$ cat config.mk
export PLATFORM = sky130hd
export DESIGN_NAME = frame_pingpong_ctrl_flat
export DESIGN_NICKNAME = d
export VERILOG_FILES = /design/src/rtl/frame_pp_pkg.sv /design/src/rtl/frame_pingpong_ctrl_if.sv /design/src/rtl/frame_pp_addr_gen.sv /design/src/rtl/frame_pingpong_ctrl.sv /design/src/flat_wrapper.sv
export SDC_FILE = /design/constraint.sdc
export NUM_CORES = 1
export LEC_CHECK = 0
export CAP_MARGIN = 20
export CORE_UTILIZATION = 40
export CTS_CLUSTER_SIZE = 12
export DETAILED_ROUTE_END_ITERATION = 8
export GPL_TIMING_DRIVEN = 0
export PLACE_DENSITY = 0.68
export RECOVER_POWER = 50
export SKIP_LAST_GASP = 1
export SLEW_MARGIN = 20
export SYNTH_ARGS = -nofsm -noshare
export SYNTH_HDL_FRONTEND = slang
export SYNTH_HIERARCHICAL = 1
export SYNTH_SLANG_ARGS = --single-unit
$ cat constraint.sdc
create_clock -name clk -period 3.32 [get_ports clk]
set_input_delay 0.664 -clock clk [delete_from_list [all_inputs] [get_ports clk]]
set_output_delay 0.664 -clock clk [all_outputs]
set_load 0.02 [all_outputs]
$ cat src/rtl/frame_pp_pkg.sv
// ============================================================================
// Module   : frame_pp_pkg
// Purpose  : Shared FSM state types, bank bases and sizing helpers for the
//            ping-pong frame sequencer.
// Revision : 1.0
// ============================================================================
`default_nettype none

package frame_pp_pkg;

   typedef enum logic [1:0] {
      W_IDLE  = 2'd0,
      W_REQ   = 2'd1,
      W_FDONE = 2'd2
   } wr_state_t;

   typedef enum logic [1:0] {
      R_WAIT_FIRST = 2'd0,
      R_RUN        = 2'd1,
      R_DRAIN      = 2'd2,
      R_FDONE      = 2'd3
   } rd_state_t;

   // BANK1_BASE holds for the default frame size; bank_base() serves other sizes.
   localparam int unsigned FRAME_PIXELS_DEF = 262144;
   localparam int unsigned BANK0_BASE       = 0;
   localparam int unsigned BANK1_BASE       = FRAME_PIXELS_DEF;

   function automatic int ost_width(input int rd_max);
      return $clog2(rd_max + 1);
   endfunction

   function automatic int unsigned bank_base(input logic bank, input int unsigned frame_pixels);
      return bank ? frame_pixels : BANK0_BASE;
   endfunction

endpackage

`default_nettype wire

$ cat src/rtl/frame_pingpong_ctrl_if.sv
// ============================================================================
// Module   : frame_pingpong_ctrl_if
// Purpose  : Pixel-in, frame-store bus and display-out signal bundle.
// Revision : 1.0
// ============================================================================
`default_nettype none

interface frame_pingpong_ctrl_if #(
   parameter int ADDR_W = 19
);
   logic              in_valid;
   logic [31:0]       in_data;
   logic              in_ready;
   logic              write;
   logic [ADDR_W-1:0] write_addr;
   logic [31:0]       iData;
   logic              write_done;
   logic              read;
   logic [ADDR_W-1:0] read_addr;
   logic              read_done;
   logic              oValid;
   logic [31:0]       oData;
   logic              out_valid;
   logic [31:0]       out_data;
   logic              wr_bank;
   logic              proto_err;

   modport master (
      input  in_valid, in_data, write_done, read_done, oValid, oData,
      output in_ready, write, write_addr, iData, read, read_addr,
             out_valid, out_data, wr_bank, proto_err
   );

   modport slave (
      output in_valid, in_data, write_done, read_done, oValid, oData,
      input  in_ready, write, write_addr, iData, read, read_addr,
             out_valid, out_data, wr_bank, proto_err
   );
endinterface

`default_nettype wire

$ cat src/rtl/frame_pp_addr_gen.sv
// ============================================================================
// Module   : frame_pp_addr_gen
// Purpose  : Per-frame word counter with bank base select and last-word flag.
// Revision : 1.0
// ============================================================================
`default_nettype none

module frame_pp_addr_gen
   import frame_pp_pkg::*;
#(
   parameter int ADDR_W       = 19,
   parameter int FRAME_PIXELS = 262144
) (
   input  wire logic              clk,
   input  wire logic              rst_n,
   input  wire logic              bank_i,
   input  wire logic              inc_i,
   input  wire logic              clr_i,
   output logic [ADDR_W-1:0]      addr_o,
   output logic                   last_o
);

   localparam int CNT_W = (FRAME_PIXELS > 1) ? $clog2(FRAME_PIXELS) : 1;

   logic [CNT_W-1:0] cnt_q;
   logic [CNT_W-1:0] cnt_d;

   assign last_o = (cnt_q == CNT_W'(FRAME_PIXELS - 1));
   assign addr_o = ADDR_W'(bank_base(bank_i, FRAME_PIXELS)) + ADDR_W'(cnt_q);

   // The counter parks on the last word; only a swap restarts it.
   always_comb begin
      cnt_d = cnt_q;
      if (clr_i) begin
         cnt_d = '0;
      end else if (inc_i && !last_o) begin
         cnt_d = cnt_q + 1'b1;
      end
   end

   always_ff @(posedge clk or negedge rst_n) begin
      if (!rst_n) begin
         cnt_q <= '0;
      end else begin
         cnt_q <= cnt_d;
      end
   end

endmodule

`default_nettype wire

$ cat src/rtl/frame_pingpong_ctrl.sv
// ============================================================================
// Module   : frame_pingpong_ctrl
// Purpose  : Ping-pong frame sequencer: writes the incoming frame to one bank
//            while reading the previous frame back from the other.
//            Optional build macro FRAME_PP_STATS_EN adds frame/stall counters.
// Revision : 1.0
// ============================================================================
`default_nettype none

module frame_pingpong_ctrl
   import frame_pp_pkg::*;
#(
   parameter int ADDR_W       = 19,
   parameter int FRAME_PIXELS = 262144,
   parameter int RD_MAX       = 4
) (
   input  wire logic             clk,
   input  wire logic             reset_n,
   frame_pingpong_ctrl_if.master bus
`ifdef FRAME_PP_STATS_EN
   ,
   output logic [15:0]           frame_count,
   output logic [31:0]           stall_cycles
`endif
);

   localparam int OST_W = ost_width(RD_MAX);
   localparam int RTN_W = $clog2(FRAME_PIXELS + 1);

   if (2 * FRAME_PIXELS > (1 << ADDR_W)) begin : g_frame_size_err
      $error("frame_pingpong_ctrl: 2*FRAME_PIXELS exceeds the ADDR_W address space");
   end
   if (RD_MAX < 1 || RD_MAX > 15) begin : g_rd_max_err
      $error("frame_pingpong_ctrl: RD_MAX must be in 1..15");
   end

   wr_state_t         w_state_q, w_state_d;
   rd_state_t         r_state_q, r_state_d;
   logic              wr_bank_q;
   logic [ADDR_W-1:0] write_addr_q;
   logic [31:0]       idata_q;
   logic [OST_W-1:0]  ost_q, ost_d;
   logic [RTN_W-1:0]  rtn_q, rtn_d;
   logic              proto_err_q;
   logic              out_valid_q;
   logic [31:0]       out_data_q;

   logic              w_swap;
   logic              w_wr_accept;
   logic              w_wr_inc;
   logic              w_rd_inc;
   logic              w_rd_req;
   logic              w_rd_ack;
   logic              w_ret_ok;
   logic [ADDR_W-1:0] w_wr_addr;
   logic [ADDR_W-1:0] w_rd_addr;
   logic              w_wr_last;
   logic              w_rd_last;

   frame_pp_addr_gen #(.ADDR_W(ADDR_W), .FRAME_PIXELS(FRAME_PIXELS)) u_wr_gen (
      .clk    (clk),
      .rst_n  (reset_n),
      .bank_i (wr_bank_q),
      .inc_i  (w_wr_inc),
      .clr_i  (w_swap),
      .addr_o (w_wr_addr),
      .last_o (w_wr_last)
   );

   frame_pp_addr_gen #(.ADDR_W(ADDR_W), .FRAME_PIXELS(FRAME_PIXELS)) u_rd_gen (
      .clk    (clk),
      .rst_n  (reset_n),
      .bank_i (~wr_bank_q),
      .inc_i  (w_rd_inc),
      .clr_i  (w_swap),
      .addr_o (w_rd_addr),
      .last_o (w_rd_last)
   );

   // The very first frame swaps straight out of R_WAIT_FIRST with no readback.
   assign w_swap      = (w_state_q == W_FDONE) &&
                        ((r_state_q == R_FDONE) || (r_state_q == R_WAIT_FIRST));
   assign w_wr_accept = (w_state_q == W_IDLE) && bus.in_valid;
   assign w_rd_req    = (r_state_q == R_RUN) && (ost_q < OST_W'(RD_MAX));
   assign w_rd_ack    = w_rd_req && bus.read_done;
   assign w_ret_ok    = bus.oValid && (ost_q != '0);

   always_comb begin
      w_state_d = w_state_q;
      w_wr_inc  = 1'b0;
      case (w_state_q)
         W_IDLE:  if (bus.in_valid) w_state_d = W_REQ;
         W_REQ: begin
            if (bus.write_done) begin
               if (w_wr_last) begin
                  w_state_d = W_FDONE;
               end else begin
                  w_state_d = W_IDLE;
                  w_wr_inc  = 1'b1;
               end
            end
         end
         W_FDONE: if (w_swap) w_state_d = W_IDLE;
         default: w_state_d = W_IDLE;
      endcase
   end

   always_comb begin
      r_state_d = r_state_q;
      w_rd_inc  = 1'b0;
      case (r_state_q)
         R_WAIT_FIRST: if (w_swap) r_state_d = R_RUN;
         R_RUN: begin
            if (w_rd_ack) begin
               if (w_rd_last) r_state_d = R_DRAIN;
               else           w_rd_inc  = 1'b1;
            end
         end
         R_DRAIN: if (rtn_q == RTN_W'(FRAME_PIXELS)) r_state_d = R_FDONE;
         R_FDONE: if (w_swap) r_state_d = R_RUN;
         default: r_state_d = R_WAIT_FIRST;
      endcase
   end

   always_comb begin
      ost_d = ost_q;
      case ({w_rd_ack, w_ret_ok})
         2'b10:   ost_d = ost_q + 1'b1;
         2'b01:   ost_d = ost_q - 1'b1;
         default: ost_d = ost_q;
      endcase
      rtn_d = rtn_q;
      if (w_swap) begin
         rtn_d = '0;
      end else if (w_ret_ok) begin
         rtn_d = rtn_q + 1'b1;
      end
   end

   always_ff @(posedge clk or negedge reset_n) begin
      if (!reset_n) begin
         w_state_q    <= W_IDLE;
         r_state_q    <= R_WAIT_FIRST;
         wr_bank_q    <= 1'b0;
         write_addr_q <= '0;
         idata_q      <= '0;
         ost_q        <= '0;
         rtn_q        <= '0;
         proto_err_q  <= 1'b0;
         out_valid_q  <= 1'b0;
         out_data_q   <= '0;
      end else begin
         w_state_q   <= w_state_d;
         r_state_q   <= r_state_d;
         ost_q       <= ost_d;
         rtn_q       <= rtn_d;
         out_valid_q <= bus.oValid;
         out_data_q  <= bus.oData;
         if (w_swap) begin
            wr_bank_q <= ~wr_bank_q;
         end
         if (w_wr_accept) begin
            write_addr_q <= w_wr_addr;
            idata_q      <= bus.in_data;
         end
         if (bus.oValid && (ost_q == '0)) begin
            proto_err_q <= 1'b1;
         end
      end
   end

   assign bus.in_ready   = (w_state_q == W_IDLE);
   assign bus.write      = (w_state_q == W_REQ);
   assign bus.write_addr = write_addr_q;
   assign bus.iData      = idata_q;
   assign bus.read       = w_rd_req;
   assign bus.read_addr  = (r_state_q == R_RUN) ? w_rd_addr : '0;
   assign bus.out_valid  = out_valid_q;
   assign bus.out_data   = out_data_q;
   assign bus.wr_bank    = wr_bank_q;
   assign bus.proto_err  = proto_err_q;

`ifdef FRAME_PP_STATS_EN
   logic [15:0] frame_count_q;
   logic [31:0] stall_q;

   // Both counters hold at all-ones rather than rolling over.
   always_ff @(posedge clk or negedge reset_n) begin
      if (!reset_n) begin
         frame_count_q <= '0;
         stall_q       <= '0;
      end else begin
         if (w_swap && (frame_count_q != 16'hFFFF)) begin
            frame_count_q <= frame_count_q + 1'b1;
         end
         if (((w_state_q == W_FDONE) || (r_state_q == R_DRAIN)) && (stall_q != 32'hFFFF_FFFF)) begin
            stall_q <= stall_q + 1'b1;
         end
      end
   end

   assign frame_count  = frame_count_q;
   assign stall_cycles = stall_q;
`endif

endmodule

`default_nettype wire

$ cat src/flat_wrapper.sv
// flat-port wrapper written by rule: the top's interface ports become plain ports
module frame_pingpong_ctrl_flat import frame_pp_pkg::*;
#(
   parameter int ADDR_W       = 19,
   parameter int FRAME_PIXELS = 262144,
   parameter int RD_MAX       = 4
)
  (clk, reset_n, bus_in_valid, bus_in_data, bus_write_done, bus_read_done, bus_oValid, bus_oData, bus_in_ready, bus_write, bus_write_addr, bus_iData, bus_read, bus_read_addr, bus_out_valid, bus_out_data, bus_wr_bank, bus_proto_err);
  frame_pingpong_ctrl_if #(.ADDR_W(ADDR_W)) bus_i ();
  input  wire logic clk;
  input  wire logic reset_n;
  input wire logic [$bits(bus_i.in_valid)-1:0] bus_in_valid;
  input wire logic [$bits(bus_i.in_data)-1:0] bus_in_data;
  input wire logic [$bits(bus_i.write_done)-1:0] bus_write_done;
  input wire logic [$bits(bus_i.read_done)-1:0] bus_read_done;
  input wire logic [$bits(bus_i.oValid)-1:0] bus_oValid;
  input wire logic [$bits(bus_i.oData)-1:0] bus_oData;
  output wire logic [$bits(bus_i.in_ready)-1:0] bus_in_ready;
  output wire logic [$bits(bus_i.write)-1:0] bus_write;
  output wire logic [$bits(bus_i.write_addr)-1:0] bus_write_addr;
  output wire logic [$bits(bus_i.iData)-1:0] bus_iData;
  output wire logic [$bits(bus_i.read)-1:0] bus_read;
  output wire logic [$bits(bus_i.read_addr)-1:0] bus_read_addr;
  output wire logic [$bits(bus_i.out_valid)-1:0] bus_out_valid;
  output wire logic [$bits(bus_i.out_data)-1:0] bus_out_data;
  output wire logic [$bits(bus_i.wr_bank)-1:0] bus_wr_bank;
  output wire logic [$bits(bus_i.proto_err)-1:0] bus_proto_err;
  assign bus_i.in_valid = bus_in_valid;
  assign bus_i.in_data = bus_in_data;
  assign bus_i.write_done = bus_write_done;
  assign bus_i.read_done = bus_read_done;
  assign bus_i.oValid = bus_oValid;
  assign bus_i.oData = bus_oData;
  assign bus_in_ready = bus_i.in_ready;
  assign bus_write = bus_i.write;
  assign bus_write_addr = bus_i.write_addr;
  assign bus_iData = bus_i.iData;
  assign bus_read = bus_i.read;
  assign bus_read_addr = bus_i.read_addr;
  assign bus_out_valid = bus_i.out_valid;
  assign bus_out_data = bus_i.out_data;
  assign bus_wr_bank = bus_i.wr_bank;
  assign bus_proto_err = bus_i.proto_err;
  frame_pingpong_ctrl #(.ADDR_W(ADDR_W), .FRAME_PIXELS(FRAME_PIXELS), .RD_MAX(RD_MAX)) u_core (.clk(clk), .reset_n(reset_n), .bus(bus_i));
endmodule
==> run_summary.xml, run 1 <==
<?xml version="1.0" encoding="UTF-8"?>
<metrics>
  <group name="critical_path">
    <metric name="crit-reg2reg-launch" unit="">u_core/u_rd_gen/cnt_q[0]$_DFFE_PN0P_</metric>
    <metric name="arrival" unit="ps">3280</metric>
    <metric name="cp.required" unit="ps">3620</metric>
    <metric name="r2r_slack" unit="ps">340</metric>
    <metric name="path_max_fanout" unit="">10</metric>
    <metric name="critPathCaptureType" unit="">flip-flop</metric>
    <metric name="critical_path_start" unit="">u_core/u_rd_gen/cnt_q[0]$_DFFE_PN0P_</metric>
    <metric name="worstSetupPathType" unit="">reg -&gt; reg</metric>
    <metric name="critPathLaunchType" unit="">flip-flop</metric>
    <metric name="reg2regPathDepth" unit="">12</metric>
  </group>
  <group name="floorplan">
    <metric name="floorplan.rows" unit="">46</metric>
    <metric name="initial_core_util" unit="">0.413</metric>
    <metric name="coreArea" unit="mm2">0.0160</metric>
    <metric name="die-height" unit="um">131</metric>
    <metric name="die_width" unit="um">131</metric>
    <metric name="fp.dieArea" unit="mm2">0.0171</metric>
    <metric name="io_pins" unit="">178</metric>
  </group>
  <group name="logic_synthesis">
    <metric name="synth.cell_area" unit="mm2">0.00662</metric>
    <metric name="ys_types" unit="">58</metric>
    <metric name="synth-async-reset-ratio" unit="">1.00</metric>
    <metric name="yosysTopAreaCell" unit="">sky130_fd_sc_hd__dfrtp_1</metric>
    <metric name="yosysWarnings" unit="">6</metric>
    <metric name="netlist.area_leader.share" unit="">0.560</metric>
    <metric name="syn_inst" unit="">550</metric>
    <metric name="synth_seq_cells" unit="">148</metric>
    <metric name="synthesized_nets" unit="">628</metric>
    <metric name="synth_ff_type" unit="">sky130_fd_sc_hd__dfrtp_1</metric>
    <metric name="synth_sequential_area_ratio" unit="">0.560</metric>
    <metric name="synth-edff-count" unit="">0</metric>
    <metric name="synth.top_cells.by_area" unit="">sky130_fd_sc_hd__dfrtp_1, sky130_fd_sc_hd__mux2_2, sky130_fd_sc_hd__a21oi_1, sky130_fd_sc_hd__nor2_1, sky130_fd_sc_hd__and2_1</metric>
    <metric name="syn_area_per_cell" unit="um2">12.0</metric>
    <metric name="post_synth_most_frequent_cells" unit="">sky130_fd_sc_hd__dfrtp_1, sky130_fd_sc_hd__mux2_2, sky130_fd_sc_hd__nor2_1</metric>
    <metric name="most_repeated_cell_in_the_gate_level_netlist_after_synthesis" unit="">sky130_fd_sc_hd__dfrtp_1</metric>
  </group>
  <group name="route">
    <metric name="detailroute.wirelength.met2" unit="mm">8.37</metric>
    <metric name="wl_per_cell" unit="um">16.4</metric>
    <metric name="final_antenna_net_count" unit="">0</metric>
    <metric name="topRoutingLayerUsed" unit="">met4</metric>
    <metric name="wl" unit="mm">16.1</metric>
    <metric name="route.met3.wl" unit="um">730</metric>
    <metric name="detailroute.via_count" unit="">5077</metric>
    <metric name="vias_per_cell" unit="">5.20</metric>
    <metric name="drt_pre_antenna_iters" unit="">4</metric>
    <metric name="met1_length" unit="mm">6.52</metric>
    <metric name="initialDrtViolationCount" unit="">281</metric>
    <metric name="drt_drc_violations_left" unit="">0</metric>
  </group>
  <group name="place">
    <metric name="gpl.final_weighted_congestion" unit="">0.809</metric>
    <metric name="dp_hpwl" unit="mm">11.6</metric>
    <metric name="port_buffers" unit="">177</metric>
  </group>
  <group name="power_and_ir_drop">
    <metric name="worst_ir_drop_vdd" unit="mV">0.372</metric>
    <metric name="comb_power_share" unit="">0.268</metric>
    <metric name="power_frac_seq" unit="">0.399</metric>
    <metric name="power.static_leakage" unit="nW">4.01</metric>
    <metric name="net-switching-power" unit="mW">1.89</metric>
    <metric name="power_per_cell_area" unit="mW/mm2">646</metric>
    <metric name="p_int" unit="mW">4.11</metric>
    <metric name="share_clk_of_total_power" unit="">0.333</metric>
    <metric name="netSwitchingFraction" unit="">0.315</metric>
  </group>
  <group name="run">
    <metric name="maxCapViolations" unit="">1</metric>
  </group>
  <group name="clock_tree">
    <metric name="cts_root_buf" unit="">sky130_fd_sc_hd__clkbuf_16</metric>
    <metric name="holdBufCountCts" unit="">0</metric>
    <metric name="cts_tree" unit="">done</metric>
    <metric name="postCtsSetupBuffers" unit="">0</metric>
    <metric name="cts.sink_count" unit="">148</metric>
    <metric name="clockBufferDepth" unit="">2</metric>
    <metric name="cts_htree_levels" unit="">4</metric>
    <metric name="post_cts.resized_instances" unit="">0</metric>
    <metric name="worst_skew_pair.late_latency" unit="ps">420</metric>
    <metric name="tritoncts.num_buffers" unit="">17</metric>
    <metric name="path_clk_slew" unit="ps">60</metric>
  </group>
  <group name="hold_path">
    <metric name="min_path_cells" unit="">1</metric>
    <metric name="hold_path_startpoint" unit="">u_core/bus.proto_err$_DFFE_PN0P_</metric>
    <metric name="hold_path.class" unit="">reg -&gt; reg</metric>
  </group>
  <group name="sta">
    <metric name="grt_setup_unrepaired" unit="">no</metric>
    <metric name="report.final.slew_viol_count" unit="">48</metric>
    <metric name="final.min_clock_period" unit="ps">2980</metric>
    <metric name="achievable-frequency" unit="MHz">336</metric>
    <metric name="relSlewSlack" unit="">-0.768</metric>
    <metric name="timing_worst_slew_pin_value" unit="ps">2650</metric>
    <metric name="finalHoldViolations" unit="">0</metric>
    <metric name="finalSetupTns" unit="ps">0</metric>
    <metric name="setup_viol" unit="">0</metric>
    <metric name="layout_worst_path_cycle_share" unit="">0.897</metric>
    <metric name="skew" unit="ps">6.69</metric>
  </group>
  <group name="run_status">
    <metric name="outcome" unit="">finished, violations left</metric>
    <metric name="violations" unit="">max-capacitance violations, max-slew violations</metric>
  </group>
  <group name="grt">
    <metric name="initial_antenna_violation_count" unit="">0</metric>
    <metric name="first_global_vias" unit="">5012</metric>
    <metric name="grt.total_usage" unit="">0.193</metric>
    <metric name="overflow_left_after_global_routing" unit="">0</metric>
    <metric name="grt_pass1_wl" unit="mm">25.1</metric>
    <metric name="grt_max_degree" unit="">102</metric>
  </group>
  <group name="finish">
    <metric name="drive_gt1_frac" unit="">0.175</metric>
    <metric name="n_antenna_cell" unit="">0</metric>
    <metric name="area_delta_synth_final" unit="%">40.5</metric>
    <metric name="finish.net_count" unit="">825</metric>
    <metric name="final_core_utilization" unit="">0.581</metric>
  </group>
</metrics>
-- worst paths after layout --
path | end
worst min register to register | u_core/bus.proto_err$_DFFE_PN0P_
max in group asynchronous | u_core/u_wr_gen/cnt_q[5]$_DFFE_PN0P_
worst max-delay path | u_core/u_rd_gen/cnt_q[13]$_DFFE_PN0P_
worst max register to register | u_core/u_rd_gen/cnt_q[13]$_DFFE_PN0P_
min in group asynchronous | u_core/bus.write_addr[13]$_DFFE_PN0P_
worst min-delay path | u_core/bus.proto_err$_DFFE_PN0P_
-- sequential cells by signal, summed over array words and instances, names as in the netlist --
register	count
u_core/bus.proto_err	1
u_core/bus.wr_bank	1
u_core/w_state_q	2
u_core/bus.out_data	32
u_core/bus.iData	32
u_core/u_wr_gen/cnt_q	18
u_core/u_rd_gen/cnt_q	18
u_core/r_state_q	2
u_core/bus.out_valid	1
u_core/rtn_q	19
u_core/bus.write_addr	19
u_core/ost_q	3
-- through the flow --
stage	cells	area [um2]	setup WS [ps]	power (mW)	hold WS, ps
2_1_floorplan	550	6620	779	3.29	368
3_3_place_gp	943	8660	-4210	4.00	441
3_5_place_dp	944	8690	411	4.06	452
4_1_cts	976	9310	324	6.09	139
5_1_grt	976	9300	184	6.31	481
6_report	976	9300	344	6.00	463
-- layout make-up --
cell class / count / area (um2)
buffer: 20 / 123
clock buffer: 17 / 425
clock inverter: 15 / 190
fill: 1406 / 6710
inverter: 14 / 52.6
multi-input combinational: 368 / 2740
sequential: 148 / 3700
tap: 216 / 270
timing repair buffer: 178 / 1790
-- placed cells by master, fill, tap and decap left out, types with 10 or more instances in the layout --
| master | Yosys | final |
|---|---|---|
| sky130_fd_sc_hd__nand4_1 | 12 | 12 |
| sky130_fd_sc_hd__nand2_1 | 29 | 29 |
| sky130_fd_sc_hd__nand3_1 | 10 | 10 |
| sky130_fd_sc_hd__clkdlybuf4s50_1 | 0 | 127 |
| sky130_fd_sc_hd__and2_1 | 20 | 20 |
| sky130_fd_sc_hd__nor3_1 | 21 | 21 |
| sky130_fd_sc_hd__nor2_1 | 35 | 35 |
| sky130_fd_sc_hd__mux2_2 | 61 | 61 |
| sky130_fd_sc_hd__o21ai_0 | 15 | 15 |
| sky130_fd_sc_hd__a21oi_1 | 28 | 28 |
| sky130_fd_sc_hd__nor2b_1 | 13 | 13 |
| sky130_fd_sc_hd__clkbuf_16 | 0 | 17 |
| sky130_fd_sc_hd__dfrtp_1 | 148 | 148 |
| sky130_fd_sc_hd__dlygate4sd3_1 | 0 | 49 |
| sky130_fd_sc_hd__inv_1 | 13 | 13 |
-- power by group through the flow --
stage | sequential (mW) | combinational (mW) | clock (mW)
floorplan | 2.57 | 0.717 | 0
global placement | 2.40 | 1.59 | 0
detailed placement | 2.43 | 1.64 | 0
CTS | 2.40 | 1.65 | 2.05
global route | 2.45 | 1.74 | 2.12
finish | 2.39 | 1.61 | 2.00
-- cell families (layout without fill, tap and decap cells) --
| kind of cell | Yosys count | after routing | share of synthesized area |
|---|---|---|---|
| fa+ha+maj | 8 | 8 | 0.0163 |
| buf+inv | 34 | 244 | 0.0263 |
| mux | 71 | 71 | 0.120 |
| xor+xnor | 12 | 12 | 0.0159 |
| flops | 148 | 148 | 0.560 |
| simple gates | 209 | 209 | 0.196 |
| compound gates | 68 | 68 | 0.0656 |
-- critical path: stages (launching register included) --
cell,delay [ps]
sky130_fd_sc_hd__dfrtp_1,410
sky130_fd_sc_hd__ha_1,310
sky130_fd_sc_hd__nand4_4,170
sky130_fd_sc_hd__nor4_4,80
sky130_fd_sc_hd__buf_6,150
sky130_fd_sc_hd__nand2_1,110
sky130_fd_sc_hd__inv_1,70
sky130_fd_sc_hd__nor2_1,390
sky130_fd_sc_hd__and4_1,250
sky130_fd_sc_hd__buf_2,200
sky130_fd_sc_hd__nand3_4,130
sky130_fd_sc_hd__nor3_1,220
sky130_fd_sc_hd__mux2_2,360
-- per-layer routing --
layer / vias up / GRT usage
met4: 0 / 0.0940
met5: - / 0
met3: 32 / 0.0399
met1: 2509 / 0.235
met2: 166 / 0.328
li1: 2370 / -
No activity file was read; power rests on OpenSTA's default activity.
==> run 2: changes to the inputs <==
==> constraint.sdc (replaced) <==
create_clock -name clk -period 3.75 [get_ports clk]
set_input_delay 0.75 -clock clk [delete_from_list [all_inputs] [get_ports clk]]
set_output_delay 0.75 -clock clk [all_outputs]
set_load 0.02 [all_outputs]
==> run_summary.xml, run 2 (synthesis results as in run 1) <==
<?xml version="1.0" encoding="UTF-8"?>
<metrics>
  <group name="power_and_ir_drop">
    <metric name="worst_ir_drop_vdd" unit="mV">0.330</metric>
    <metric name="power_per_cell_area" unit="mW/mm2">572</metric>
    <metric name="power.static_leakage" unit="nW">3.99</metric>
    <metric name="power.total" unit="mW">5.30</metric>
  </group>
  <group name="finish">
    <metric name="finish.net_count" unit="">825</metric>
    <metric name="n_antenna_cell" unit="">0</metric>
    <metric name="drive_gt1_frac" unit="">0.172</metric>
    <metric name="layout.cells.most_common_list" unit="">sky130_fd_sc_hd__dfrtp_1, sky130_fd_sc_hd__clkdlybuf4s50_1, sky130_fd_sc_hd__mux2_2</metric>
    <metric name="most_common_cell_after_layout_fill_and_taps_aside" unit="">sky130_fd_sc_hd__dfrtp_1</metric>
    <metric name="area_delta_synth_final" unit="%">40.0</metric>
    <metric name="final_core_utilization" unit="">0.579</metric>
    <metric name="finalNonFillerCells" unit="">976</metric>
    <metric name="layout_filler_cell_count" unit="">1411</metric>
  </group>
  <group name="clock_tree">
    <metric name="holdBufCountCts" unit="">0</metric>
    <metric name="path_clk_slew" unit="ps">60</metric>
    <metric name="cts_tree" unit="">done</metric>
    <metric name="postCtsSetupBuffers" unit="">0</metric>
    <metric name="cts_root_buf" unit="">sky130_fd_sc_hd__clkbuf_16</metric>
    <metric name="clockBufferDepth" unit="">2</metric>
    <metric name="cts_htree_levels" unit="">4</metric>
    <metric name="post_cts.resized_instances" unit="">0</metric>
    <metric name="tritoncts.num_buffers" unit="">17</metric>
    <metric name="worst_skew_pair.late_latency" unit="ps">420</metric>
    <metric name="cts.sink_count" unit="">148</metric>
  </group>
  <group name="floorplan">
    <metric name="die-height" unit="um">131</metric>
    <metric name="io_pins" unit="">178</metric>
    <metric name="initial_core_util" unit="">0.413</metric>
    <metric name="fp.dieArea" unit="mm2">0.0171</metric>
    <metric name="coreArea" unit="mm2">0.0160</metric>
    <metric name="floorplan.rows" unit="">46</metric>
    <metric name="die_width" unit="um">131</metric>
  </group>
  <group name="route">
    <metric name="initialDrtViolationCount" unit="">300</metric>
    <metric name="drt_pre_antenna_iters" unit="">4</metric>
    <metric name="topRoutingLayerUsed" unit="">met4</metric>
    <metric name="vias_per_cell" unit="">5.20</metric>
    <metric name="detailroute.wirelength.met2" unit="mm">8.43</metric>
    <metric name="met1_length" unit="mm">6.60</metric>
    <metric name="detailroute.via_count" unit="">5079</metric>
    <metric name="route.met3.wl" unit="um">665</metric>
    <metric name="wl" unit="mm">16.1</metric>
    <metric name="drt_drc_violations_left" unit="">0</metric>
    <metric name="final_antenna_net_count" unit="">0</metric>
    <metric name="wl_per_cell" unit="um">16.5</metric>
  </group>
  <group name="sta">
    <metric name="timing_worst_slew_pin_value" unit="ps">2650</metric>
    <metric name="relSlewSlack" unit="">-0.764</metric>
    <metric name="setup_viol" unit="">0</metric>
    <metric name="report.final.slew_viol_count" unit="">48</metric>
    <metric name="achievable-frequency" unit="MHz">326</metric>
    <metric name="grt_setup_unrepaired" unit="">no</metric>
    <metric name="finalHoldViolations" unit="">0</metric>
    <metric name="layout_worst_path_cycle_share" unit="">0.817</metric>
    <metric name="skew" unit="ps">8.28</metric>
    <metric name="final.setup.worst_slack" unit="ps">687</metric>
    <metric name="final.min_clock_period" unit="ps">3060</metric>
  </group>
  <group name="run">
    <metric name="maxCapViolations" unit="">1</metric>
  </group>
  <group name="critical_path">
    <metric name="critPathCaptureType" unit="">flip-flop</metric>
    <metric name="crit_buf_inv" unit="">3</metric>
    <metric name="cp.required" unit="ps">4050</metric>
    <metric name="cpMaxStageDelayCell" unit="">sky130_fd_sc_hd__nor4_1</metric>
    <metric name="slowest_delay" unit="ps">630</metric>
    <metric name="critPathTopFamily" unit="">simple AND/OR/NAND/NOR gates</metric>
    <metric name="worstPathCellList" unit="">ha_1 -&gt; nand4_4 -&gt; nor4_1 -&gt; buf_6 -&gt; nand2_1 -&gt; inv_1 -&gt; nor2_1 -&gt; and4_1 -&gt; buf_2 -&gt; nand3_4 -&gt; nor3_1 -&gt; mux2_2</metric>
    <metric name="path_max_fanout" unit="">10</metric>
    <metric name="worstSetupPathType" unit="">reg -&gt; reg</metric>
    <metric name="arrival" unit="ps">3370</metric>
    <metric name="critPathLaunchType" unit="">flip-flop</metric>
  </group>
  <group name="grt">
    <metric name="first_global_vias" unit="">5012</metric>
    <metric name="grt.total_usage" unit="">0.193</metric>
    <metric name="overflow_left_after_global_routing" unit="">0</metric>
    <metric name="grt_max_degree" unit="">102</metric>
    <metric name="grt_pass1_wl" unit="mm">25.1</metric>
    <metric name="initial_antenna_violation_count" unit="">0</metric>
  </group>
  <group name="place">
    <metric name="gpl.final_weighted_congestion" unit="">0.809</metric>
    <metric name="port_buffers" unit="">177</metric>
    <metric name="placed_cells_incl_taps" unit="">944</metric>
    <metric name="dp_hpwl" unit="mm">11.6</metric>
    <metric name="dp_worst_setup_slack" unit="ps">784</metric>
  </group>
  <group name="run_status">
    <metric name="outcome" unit="">finished, violations left</metric>
    <metric name="violations" unit="">max-capacitance violations, max-slew violations</metric>
  </group>
  <group name="hold_path">
    <metric name="hold_path.class" unit="">reg -&gt; reg</metric>
  </group>
</metrics>
-- run 2: power by group --
| group | internal, mW | total [mW] | switching [mW] |
|---|---|---|---|
| clock | 1.06 | 1.77 | 0.705 |
| combinational | 0.707 | 1.42 | 0.713 |
| sequential | 1.87 | 2.11 | 0.243 |
| total | 3.64 | 5.30 | 1.66 |
-- run 2: layout make-up --
cell class,count,area (um2),area share
well taps,216,270,0.0292
plain buffers,20,123,0.0132
clock buffers,17,425,0.0459
multi-input cells,368,2710,0.292
clock inverters,15,190,0.0205
repair buffers,178,1790,0.194
flip-flops and latches,148,3700,0.400
inverters,14,52.6,0.00567
-- run 2: metal layers --
metal | up-vias | GRT usage
li1 | 2370 | -
met1 | 2518 | 0.235
met2 | 165 | 0.328
met3 | 26 | 0.0399
met4 | 0 | 0.0940
met5 | - | 0
-- run 2: path summary, 6_finish.rpt --
path                                                       from                                     to  slack, ps  cells after the start
max                        u_core/u_wr_gen/cnt_q[1]$_DFFE_PN0P_  u_core/u_wr_gen/cnt_q[13]$_DFFE_PN0P_        690                     12
min                            u_core/bus.proto_err$_DFFE_PN0P_       u_core/bus.proto_err$_DFFE_PN0P_        460                      1
max reg2reg                u_core/u_wr_gen/cnt_q[1]$_DFFE_PN0P_  u_core/u_wr_gen/cnt_q[13]$_DFFE_PN0P_        690                     12
min reg2reg                    u_core/bus.proto_err$_DFFE_PN0P_       u_core/bus.proto_err$_DFFE_PN0P_        460                      1
max in group asynchronous                               reset_n   u_core/u_wr_gen/cnt_q[5]$_DFFE_PN0P_       1090                      1
min in group asynchronous                               reset_n  u_core/bus.write_addr[13]$_DFFE_PN0P_       1160                      1
-- run 2: through the flow --
stage | hold slack, ps | TNS [ps] | instance area (um2)
CTS | 225 | 0 | 9310
floorplan | 454 | 0 | 6620
finish | 463 | 0 | 9260
detailed placement | 452 | 0 | 8690
global route | 481 | 0 | 9260
global placement | 441 | -570620 | 8660
==> run 3: changes to the inputs <==
==> constraint.sdc (replaced) <==
create_clock -name clk -period 3.05 [get_ports clk]
set_input_delay 0.61 -clock clk [delete_from_list [all_inputs] [get_ports clk]]
set_output_delay 0.61 -clock clk [all_outputs]
set_load 0.02 [all_outputs]
==> run_summary.xml, run 3 (synthesis results as in run 1) <==
<?xml version="1.0" encoding="UTF-8"?>
<metrics>
  <group name="finish">
    <metric name="layout.cells.most_common_list" unit="">sky130_fd_sc_hd__dfrtp_1, sky130_fd_sc_hd__clkdlybuf4s50_1, sky130_fd_sc_hd__mux2_2</metric>
    <metric name="area_delta_synth_final" unit="%">40.7</metric>
    <metric name="finish.net_count" unit="">825</metric>
    <metric name="most_common_cell_after_layout_fill_and_taps_aside" unit="">sky130_fd_sc_hd__dfrtp_1</metric>
    <metric name="n_antenna_cell" unit="">0</metric>
    <metric name="drive_gt1_frac" unit="">0.178</metric>
  </group>
  <group name="critical_path">
    <metric name="reg2regPathDepth" unit="">12</metric>
    <metric name="cp.required" unit="ps">2440</metric>
    <metric name="critPathLaunchType" unit="">flip-flop</metric>
    <metric name="timing.rr.end" unit="">u_core/u_rd_gen/cnt_q[13]$_DFFE_PN0P_</metric>
    <metric name="arrival" unit="ps">2270</metric>
    <metric name="r2r_slack" unit="ps">210</metric>
    <metric name="critical_path_start" unit="">u_core/r_state_q[1]$_DFFE_PN0P_</metric>
    <metric name="crit-reg2reg-launch" unit="">u_core/u_rd_gen/cnt_q[0]$_DFFE_PN0P_</metric>
    <metric name="path_max_fanout" unit="">10</metric>
    <metric name="critPathCaptureType" unit="">output port</metric>
    <metric name="worstSetupPathType" unit="">reg -&gt; out</metric>
  </group>
  <group name="route">
    <metric name="detailroute.via_count" unit="">5076</metric>
    <metric name="initialDrtViolationCount" unit="">276</metric>
    <metric name="vias_per_cell" unit="">5.20</metric>
    <metric name="drt_pre_antenna_iters" unit="">4</metric>
    <metric name="wl_per_cell" unit="um">16.4</metric>
    <metric name="wl" unit="mm">16.1</metric>
    <metric name="drt_drc_violations_left" unit="">0</metric>
    <metric name="final_antenna_net_count" unit="">0</metric>
  </group>
  <group name="sta">
    <metric name="finalSetupTns" unit="ps">0</metric>
    <metric name="final.min_clock_period" unit="ps">2880</metric>
    <metric name="grt_setup_unrepaired" unit="">no</metric>
    <metric name="finalHoldViolations" unit="">0</metric>
    <metric name="setup_viol" unit="">0</metric>
    <metric name="layout_worst_path_cycle_share" unit="">0.943</metric>
    <metric name="final.setup.worst_slack" unit="ps">175</metric>
    <metric name="achievable-frequency" unit="MHz">348</metric>
    <metric name="timing_worst_slew_pin_value" unit="ps">2290</metric>
    <metric name="relSlewSlack" unit="">-0.530</metric>
    <metric name="report.final.slew_viol_count" unit="">48</metric>
    <metric name="skew" unit="ps">6.18</metric>
  </group>
  <group name="run_status">
    <metric name="violations" unit="">max-capacitance violations, max-slew violations</metric>
    <metric name="outcome" unit="">finished, violations left</metric>
  </group>
  <group name="floorplan">
    <metric name="initial_core_util" unit="">0.413</metric>
    <metric name="die_width" unit="um">131</metric>
    <metric name="coreArea" unit="mm2">0.0160</metric>
    <metric name="fp.dieArea" unit="mm2">0.0171</metric>
    <metric name="die-height" unit="um">131</metric>
    <metric name="floorplan.rows" unit="">46</metric>
    <metric name="io_pins" unit="">178</metric>
  </group>
  <group name="hold_path">
    <metric name="hold_path_startpoint" unit="">u_core/bus.proto_err$_DFFE_PN0P_</metric>
    <metric name="holdPathEnd" unit="">u_core/bus.proto_err$_DFFE_PN0P_</metric>
    <metric name="hold_path.class" unit="">reg -&gt; reg</metric>
    <metric name="min_path_cells" unit="">1</metric>
  </group>
  <group name="clock_tree">
    <metric name="clockBufferDepth" unit="">2</metric>
    <metric name="holdBufCountCts" unit="">0</metric>
    <metric name="worst_skew_pair.late_latency" unit="ps">420</metric>
    <metric name="cts.sink_count" unit="">148</metric>
    <metric name="path_clk_slew" unit="ps">60</metric>
    <metric name="cts_tree" unit="">done</metric>
    <metric name="postCtsSetupBuffers" unit="">0</metric>
    <metric name="cts_htree_levels" unit="">4</metric>
    <metric name="cts_root_buf" unit="">sky130_fd_sc_hd__clkbuf_16</metric>
    <metric name="tritoncts.num_buffers" unit="">17</metric>
  </group>
  <group name="grt">
    <metric name="globalRouteMet3Util" unit="">0.0399</metric>
    <metric name="gr-usage-met1" unit="">0.235</metric>
    <metric name="busiest_layer" unit="">met2</metric>
    <metric name="grt_pass1_wl" unit="mm">25.1</metric>
    <metric name="first_global_vias" unit="">5012</metric>
    <metric name="overflow_left_after_global_routing" unit="">0</metric>
    <metric name="met2_usage" unit="">0.328</metric>
    <metric name="initial_antenna_violation_count" unit="">0</metric>
    <metric name="grt_max_degree" unit="">102</metric>
    <metric name="grt.total_usage" unit="">0.193</metric>
  </group>
  <group name="place">
    <metric name="dp_worst_setup_slack" unit="ps">141</metric>
    <metric name="port_buffers" unit="">177</metric>
    <metric name="dp_hpwl" unit="mm">11.6</metric>
    <metric name="gpl.final_weighted_congestion" unit="">0.809</metric>
  </group>
  <group name="run">
    <metric name="maxCapViolations" unit="">1</metric>
  </group>
  <group name="power_and_ir_drop">
    <metric name="power.static_leakage" unit="nW">4.01</metric>
    <metric name="power_per_cell_area" unit="mW/mm2">703</metric>
    <metric name="worst_ir_drop_vdd" unit="mV">0.406</metric>
  </group>
</metrics>
## run 3: cell types whose count changed in the layout (fill, tap and decap cells not counted)
cell                              change
sky130_fd_sc_hd__clkbuf_1             -1
sky130_fd_sc_hd__nor2_2               +2
sky130_fd_sc_hd__nor2_1               -2
sky130_fd_sc_hd__o311ai_0             -1
sky130_fd_sc_hd__nor4_4               +1
sky130_fd_sc_hd__nor4_1               -1
sky130_fd_sc_hd__clkdlybuf4s25_1      +1
sky130_fd_sc_hd__dlygate4sd3_1        +1
sky130_fd_sc_hd__o311ai_4             +1
sky130_fd_sc_hd__clkdlybuf4s50_1      -1
## run 3: routing by layer
metal,share of wire,vias to the layer above
li1,-,2369
met1,0.41,2503
met2,0.52,173
met3,0.047,31
met4,0.027,0
met5,0,-
## run 3: worst max path at each step
stage	to	slack (ps)
floorplan	u_core/u_wr_gen/cnt_q[13]$_DFFE_PN0P_	510
global placement	u_core/bus.out_data[1]$_DFF_PN0_	-4430
detailed placement	u_core/u_rd_gen/cnt_q[13]$_DFFE_PN0P_	140
CTS	bus_read_addr[15]	110
global route	bus_read_addr[15]	30
finish	bus_read_addr[10]	170
## run 3: area by class of cell
class / count / area (um2)
buffer: 20 / 123
inverter: 14 / 52.6
fill: 1405 / 6690
clock buffer: 17 / 425
timing repair buffer: 178 / 1800
clock inverter: 15 / 190
sequential: 148 / 3700
multi-input combinational: 368 / 2740
tap: 216 / 270
## run 3: critical path, stage by stage (launching register included)
cell,delay [ps]
sky130_fd_sc_hd__dfrtp_1,380
sky130_fd_sc_hd__inv_1,80
sky130_fd_sc_hd__ha_1,240
sky130_fd_sc_hd__clkbuf_1,340
sky130_fd_sc_hd__and2_1,200
sky130_fd_sc_hd__clkdlybuf4s50_1,600
## run 3: where the power goes
part,leakage (nW),switching (mW),internal [mW]
clock network,0.300,0.868,1.31
registers,1.85,0.314,2.29
logic,1.86,0.877,0.877
total,4.01,2.06,4.48
## run 3: through the flow
step	std cells	power, mW	utilization	cell area, um2	hold WS, ps
2_1_floorplan	550	3.58	-	6620	314
3_3_place_gp	943	4.35	0.541	8660	441
3_5_place_dp	944	4.42	0.543	8690	452
4_1_cts	976	6.63	0.582	9310	85.5
5_1_grt	976	6.87	0.582	9310	481
6_report	976	6.54	0.582	9310	463
## run 3: what timing repair did
item                                    CTS  global route
hold endpoints to repair                  0             0
gates resized for setup                   0             2
endpoints found under the setup margin    0             8
